==> src/rtl/amp_pkg.sv <==
// Shared amplifier widths, FIFO entry layout and sequence-tracker states.
// The entry former lives here so every consumer of amplifier results saturates identically.
package amp_pkg;

  localparam int IN_W    = 32;
  localparam int SEQ_W   = 8;
  localparam int VAL_W   = 24;
  localparam int SAT_W   = 16;
  localparam int ENTRY_W = 25;

  typedef struct packed {
    logic             ovf;
    logic [SEQ_W-1:0] no;
    logic [SAT_W-1:0] sat;
  } entry_t;

  typedef enum logic {
    IDLE,
    TRACK
  } trk_state_t;

  // Any set bit above the 16-bit range means the value cannot be represented.
  function automatic entry_t make_entry(input logic [IN_W-1:0] data);
    entry_t e;
    e.no  = data[IN_W-1 -: SEQ_W];
    e.ovf = |data[VAL_W-1:SAT_W];
    e.sat = e.ovf ? {SAT_W{1'b1}} : data[SAT_W-1:0];
    return e;
  endfunction

endpackage

==> src/rtl/amp_sync_fifo.sv <==
// Generic first-word-fall-through synchronous FIFO; the head is read straight
// from the storage array, so data holds while the consumer stalls.
module amp_sync_fifo #(
  parameter int WIDTH = 25,
  parameter int DEPTH = 8
) (
  input  logic                     clk_i,
  input  logic                     rst_i,
  input  logic                     push_i,
  input  logic [WIDTH-1:0]         push_data_i,
  input  logic                     rdy_i,
  output logic                     val_o,
  output logic [WIDTH-1:0]         data_o,
  output logic [$clog2(DEPTH):0]   level_o,
  output logic                     full_o,
  output logic                     empty_o
);

  localparam int PTR_W = $clog2(DEPTH);
  localparam int LVL_W = PTR_W + 1;

  logic [WIDTH-1:0] mem [DEPTH];
  logic [PTR_W-1:0] wr_ptr;
  logic [PTR_W-1:0] rd_ptr;
  logic             do_pop;
  logic             do_push;

  assign empty_o = (level_o == '0);
  assign full_o  = (level_o == LVL_W'(DEPTH));
  assign val_o   = !empty_o;

  // A push while full is legal only when the head leaves at the same edge,
  // because the write lands exactly on the slot being vacated.
  assign do_pop  = val_o && rdy_i;
  assign do_push = push_i && (!full_o || do_pop);

  // Masking with empty keeps the output at zero during and after reset.
  assign data_o  = empty_o ? '0 : mem[rd_ptr];

  always_ff @(posedge clk_i or posedge rst_i) begin
    if (rst_i) begin
      wr_ptr  <= '0;
      rd_ptr  <= '0;
      level_o <= '0;
    end else begin
      if (do_push) wr_ptr <= wr_ptr + PTR_W'(1);
      if (do_pop)  rd_ptr <= rd_ptr + PTR_W'(1);
      case ({do_push, do_pop})
        2'b10:   level_o <= level_o + LVL_W'(1);
        2'b01:   level_o <= level_o - LVL_W'(1);
        default: level_o <= level_o;
      endcase
    end
  end

  // NOTE: storage has no reset; stale contents are unreachable once the
  // pointers and level are cleared, and leaving it out keeps it RAM-mappable.
  always_ff @(posedge clk_i) begin
    if (do_push) mem[wr_ptr] <= push_data_i;
  end

endmodule

==> src/rtl/amp_result_collector.sv <==
// Collects amplifier results: saturates them into FIFO entries, counts drops
// while full and tracks sequence-number continuity.
module amp_result_collector
  import amp_pkg::*;
#(
  parameter int DEPTH     = 8,
  parameter int CNT_WIDTH = 16
) (
  input  logic                   clk_i,
  input  logic                   rst_i,
  input  logic                   in_val_i,
  input  logic [IN_W-1:0]        in_data_i,
  input  logic                   clr_stat_i,
  input  logic                   out_rdy_i,
  output logic                   out_val_o,
  output logic [ENTRY_W-1:0]     out_data_o,
  output logic [$clog2(DEPTH):0] level_o,
  output logic                   full_o,
  output logic                   empty_o,
  output logic [CNT_WIDTH-1:0]   drop_cnt_o,
  output logic [CNT_WIDTH-1:0]   seq_err_cnt_o
);

  entry_t           entry;
  logic             drop;
  logic             seq_err;
  trk_state_t       state_q;
  trk_state_t       state_d;
  logic [SEQ_W-1:0] expect_q;

  assign entry = make_entry(in_data_i);
  assign drop  = in_val_i && full_o && !(out_val_o && out_rdy_i);

  amp_sync_fifo #(
    .WIDTH (ENTRY_W),
    .DEPTH (DEPTH)
  ) u_fifo (
    .clk_i       (clk_i),
    .rst_i       (rst_i),
    .push_i      (in_val_i),
    .push_data_i (entry),
    .rdy_i       (out_rdy_i),
    .val_o       (out_val_o),
    .data_o      (out_data_o),
    .level_o     (level_o),
    .full_o      (full_o),
    .empty_o     (empty_o)
  );

  always_ff @(posedge clk_i or posedge rst_i) begin
    if (rst_i) state_q <= IDLE;
    else       state_q <= state_d;
  end

  // NOTE: every always_comb output gets a default first so no path leaves it
  // unassigned, which would infer a latch.
  always_comb begin
    state_d = state_q;
    seq_err = 1'b0;
    case (state_q)
      IDLE: begin
        if (!clr_stat_i && in_val_i) state_d = TRACK;
      end
      TRACK: begin
        if (clr_stat_i) begin
          state_d = IDLE;
        end else if (in_val_i && entry.no != expect_q) begin
          seq_err = 1'b1;
        end
      end
      default: state_d = IDLE;
    endcase
  end

  // The expectation follows every pulse, including dropped ones; 8-bit wrap is free.
  always_ff @(posedge clk_i or posedge rst_i) begin
    if (rst_i) begin
      expect_q <= '0;
    end else if (in_val_i && !clr_stat_i) begin
      expect_q <= entry.no + SEQ_W'(1);
    end
  end

  always_ff @(posedge clk_i or posedge rst_i) begin
    if (rst_i) begin
      drop_cnt_o    <= '0;
      seq_err_cnt_o <= '0;
    end else if (clr_stat_i) begin
      drop_cnt_o    <= '0;
      seq_err_cnt_o <= '0;
    end else begin
      if (drop && drop_cnt_o != '1)       drop_cnt_o    <= drop_cnt_o + CNT_WIDTH'(1);
      if (seq_err && seq_err_cnt_o != '1) seq_err_cnt_o <= seq_err_cnt_o + CNT_WIDTH'(1);
    end
  end

endmodule

==> config.mk <==
export PLATFORM = sky130hd
export DESIGN_NAME = amp_result_collector
export DESIGN_NICKNAME = d
export VERILOG_FILES = /design/src/rtl/amp_pkg.sv /design/src/rtl/amp_sync_fifo.sv /design/src/rtl/amp_result_collector.sv
export SDC_FILE = /design/constraint.sdc
export NUM_CORES = 1
export LEC_CHECK = 0
export BUFFER_PORTS_ARGS = -buffer_cell sky130_fd_sc_hd__buf_2
export CAP_MARGIN = 10
export CORE_UTILIZATION = 56
export CTS_BUF_LIST = sky130_fd_sc_hd__clkbuf_8
export CTS_CLUSTER_SIZE = 14
export DETAILED_ROUTE_END_ITERATION = 7
export PLACE_DENSITY = 0.85
export SLEW_MARGIN = 30
export SYNTH_ARGS = -nofsm -noshare
export SYNTH_HDL_FRONTEND = slang
export SYNTH_SLANG_ARGS = --single-unit
==> constraint.sdc <==
create_clock -name clk_i -period 9.2 [get_ports clk_i]
set_input_delay 1.38 -clock clk_i [delete_from_list [all_inputs] [get_ports clk_i]]
set_output_delay 1.38 -clock clk_i [all_outputs]
set_load 0.02 [all_outputs]
==> metrics.md <==
| Metric | Value |
|---|---|
| Cell Area, Placed | 11300 sq um |
| Fraction of final layout cells sized beyond drive strength 1 | 0.326 |
| FF-to-FF Start | u_fifo.level_o[0] |
| Initial core utilization | 0.579 |
| Die W | 139 um |
| Fill cells | 1225 |
| CP required | 7.82 ns |
| Synth unique cells | 53 |
| Worst hold slack | 0.508 ns |
| Clock Sinks | 251 |
| Fin area | 12000 sq um |
| Setup CP Type | reg2out |
| DRC Markers | 6 |
| Ys Warns | 0 |
| Final #Nets | 793 |
| TritonCTS Buffers | 39 |
| DRT iter0 DRCs | 485 |
| Critical path's top delay family | flip-flops |
| TritonCTS clock tree | built |
| Sequential area share after synthesis | 0.691 |
| Area grow syn2layout | 14.0% |
| DPL Wire Length | 13.3 mm |
| First-pass GRT wire length | 33.9 mm |
| Fin crit share | 0.439 |
| Clock-pin slew of the registers on the worst-case setup and hold paths | 0.06 ns |
| Die area | 19400 sq um |
| Core box area | 18200 sq um |
| Pwr per Cell Area | 275 nW/um^2 |
| Launch point of the worst path | u_fifo.rd_ptr[0] |
| FFs w/ async S/R, synth | 0.203 |
| H-tree depth reported by CTS | 2 |
| RSZ-0062 raised after global routing | false |
| Final setup viols | 0 |
| Routed len/inst | 21.3 um |
| CTS-repair resized insts | 0 |
| Util after Layout | 0.660 |
| DP Worst Slack | 5.67 ns |
| Hold-fix buffers at CTS | 0 |
| Max_slew headroom | 0.422 |
| Syn_nets | 669 |
| Die H | 139 um |
| Worst-margin pin slew | 0.862 ns |
| Pleak | 4.35 nW |
| Period minus WS final | 4.04 ns |
| Vias in the first global route | 6488 |
| Pin count of the biggest net entering global routing | 52 |
| Non-filler cells in the finished layout | 1003 |
| Crit-path cells | buf_12, mux4_2, mux2i_1, nor2_1, buf_2 |
| Tot Pwr | 3.30 mW |
| Max rail drop VDD | 0.000185 V |
| Slew Limit Fails | 0 |
| Crit-path max cell delay | 0.80 ns |
| Main synth FF type | edfxtp_1 |
| Buf+Inv Stages, Crit Path | 2 |
| # IOs | 101 |
| Avg Inst Size Synth | 16.8 sq um |
| Placed insts | 938 |
| Outcome | complete, but fails checks |
| Synthesized instance count | 626 |
| DRT Pass-1 Iters | 7 |
| Clk Latency, worst-skew pair | 0.54 ns |
| Max-Cap Viols | 0 |
| Postcts setup bufs | 0 |
| CTS Root Cell | clkbuf_8 |
| Gpl congestion | 0.827 |
| Total global routing overflow | 0 |
| Final Skew | 0.0106 ns |
| Vias | 6010 |
| Fmax | 247 MHz |
| Worst EP arrival | 2.66 ns |
| Number of synthesized flops with an enable pin | 200 |
| Failing checks | design-rule violations |
| # diodes | 0 |
| Crit end category | primary output |
| Synth Register Bits | 251 |
| Row count | 49 |
| Min-Delay Path Class | reg2reg |
| Via density | 5.99 |
| Worst Min Path Start | expect_q[7] |
| Setup_tns | 0 ns |
| Number of I/O port buffers | 100 |
| Routed WL | 21.4 mm |
| Initial antenna violation count | 0 |
| Final worst-path setup slack | 5.16 ns |
| CP Launch Type | register |
| Deepest clock path buffer count | 3 |
| Hold Vio Cnt, Final | 0 |
| Critical Path Fanout Max | 29 |
| Overall routing resource usage | 0.231 |
| Critical-path top delay cell | dfrtp_4 |
| Synth Cell Area | 10500 sq um |
| Final ANT Viol Nets | 0 |
## worst register-to-register path, stage by stage, from the launching register on
cell,delay (ns)
dfrtp_1,0.48
nor3_1,0.10
nand2_1,0.13
o21ai_1,0.24
nor3_2,0.77
buf_4,0.48
## cell usage in the layout, fill, tap and decap left out, drive strengths merged, types with 2 or more instances in the layout
cell type and count:
edfxtp 200, buf 111, nor2 52, dfrtp 51, mux4 50, clkbuf 41
mux2i 33, nand2 26, inv 21, xnor2 19, nand3 16, or2 16
xor2 15, o21ai 11, nand2b 10, nor4 9, nor3 9, and3 8
a21oi 8, clkinv 8, nand4 6, ha 6, and4 6, mux2 5
a2111oi 4, and2 3, nor2b 3, a31o 3, or3 3, a211oi 3
a31oi 2, o21a 2, a311oi 2
## where the power goes
part | internal, mW | switching, mW | total (mW)
sequential | 1.37 | 0.105 | 1.47
clock | 0.413 | 0.406 | 0.820
combinational | 0.423 | 0.583 | 1.01
## logic make-up (layout without fill, tap and decap cells)
| kind of cell | Yosys count | in the layout | synth area share |
|---|---|---|---|
| xor gates and xnor gates | 34 | 34 | 0.0283 |
| buffers and inverters | 34 | 182 | 0.0141 |
| adders and majority gates | 6 | 6 | 0.00713 |
| muxes | 88 | 88 | 0.144 |
| DFF | 251 | 251 | 0.691 |
| AOI/OAI and AO/OA | 41 | 41 | 0.0289 |
| and+or+nand+nor | 172 | 172 | 0.0867 |
## Yosys cell counts (3+ instances only)
| master | count | share of area |
|---|---|---|
| edfxtp_1 | 200 | 0.57 |
| nor2_1 | 52 | 0.019 |
| dfrtp_1 | 51 | 0.12 |
| mux4_2 | 50 | 0.11 |
| mux2i_1 | 33 | 0.031 |
| nand2_1 | 25 | 0.0089 |
| xnor2_1 | 19 | 0.016 |
| clkbuf_1 | 16 | 0.0057 |
| nand3_1 | 16 | 0.0076 |
| or2_2 | 16 | 0.0095 |
| xor2_1 | 15 | 0.012 |
| nand2b_1 | 10 | 0.0059 |
| o21ai_0 | 10 | 0.0048 |
| nor3_1 | 9 | 0.0043 |
| a21oi_1 | 8 | 0.0038 |
| and3_1 | 8 | 0.0048 |
| nor4_1 | 7 | 0.0042 |
| ha_1 | 6 | 0.0071 |
| nand4_1 | 6 | 0.0036 |
| buf_1 | 5 | 0.0018 |
| buf_2 | 5 | 0.0024 |
| inv_1 | 5 | 0.0018 |
| and4_1 | 4 | 0.0033 |
| mux2_2 | 4 | 0.0043 |
| a2111oi_0 | 3 | 0.0025 |
| a31o_2 | 3 | 0.0025 |
| and2_1 | 3 | 0.0018 |
| nor2b_1 | 3 | 0.0018 |
| or3_1 | 3 | 0.0018 |
## layout make-up
class | instances | area [sq um] | share of cell area
flip-flops and latches | 251 | 7290 | 0.607
multi-input cells | 341 | 3140 | 0.262
repair buffers | 111 | 596 | 0.0496
clock buffers | 41 | 564 | 0.0470
well taps | 229 | 287 | 0.0239
clock inverters | 24 | 111 | 0.00927
inverters | 6 | 25.0 | 0.00208
## registers in the layout (all words and copies together) (netlist names)
name            count
u_fifo.mem        200
drop_cnt_o         16
seq_err_cnt_o      16
expect_q            8
u_fifo.level_o      4
u_fifo.rd_ptr       3
u_fifo.wr_ptr       3
state_q             1
## layer usage
layer,part of all wire,vias to the layer above,global-route usage
met2,0.52,214,0.409
li1,-,2691,-
met3,0.068,37,0.0525
met5,0,-,0
met1,0.39,3068,0.277
met4,0.020,0,0.0901
## path summary, 6_finish.rpt
kind	cells after the start	endpoint	slack, ns
max	5	out_data_o[21]	5.16
min	2	expect_q[7]	0.51
max reg2reg	5	u_fifo.mem[6][2]	6.66
min reg2reg	2	expect_q[7]	0.51
max in group asynchronous	2	u_fifo.rd_ptr[0]	7.80
min in group asynchronous	2	seq_err_cnt_o[3]	0.94
Note: power is estimated with default switching activity, not from simulation.
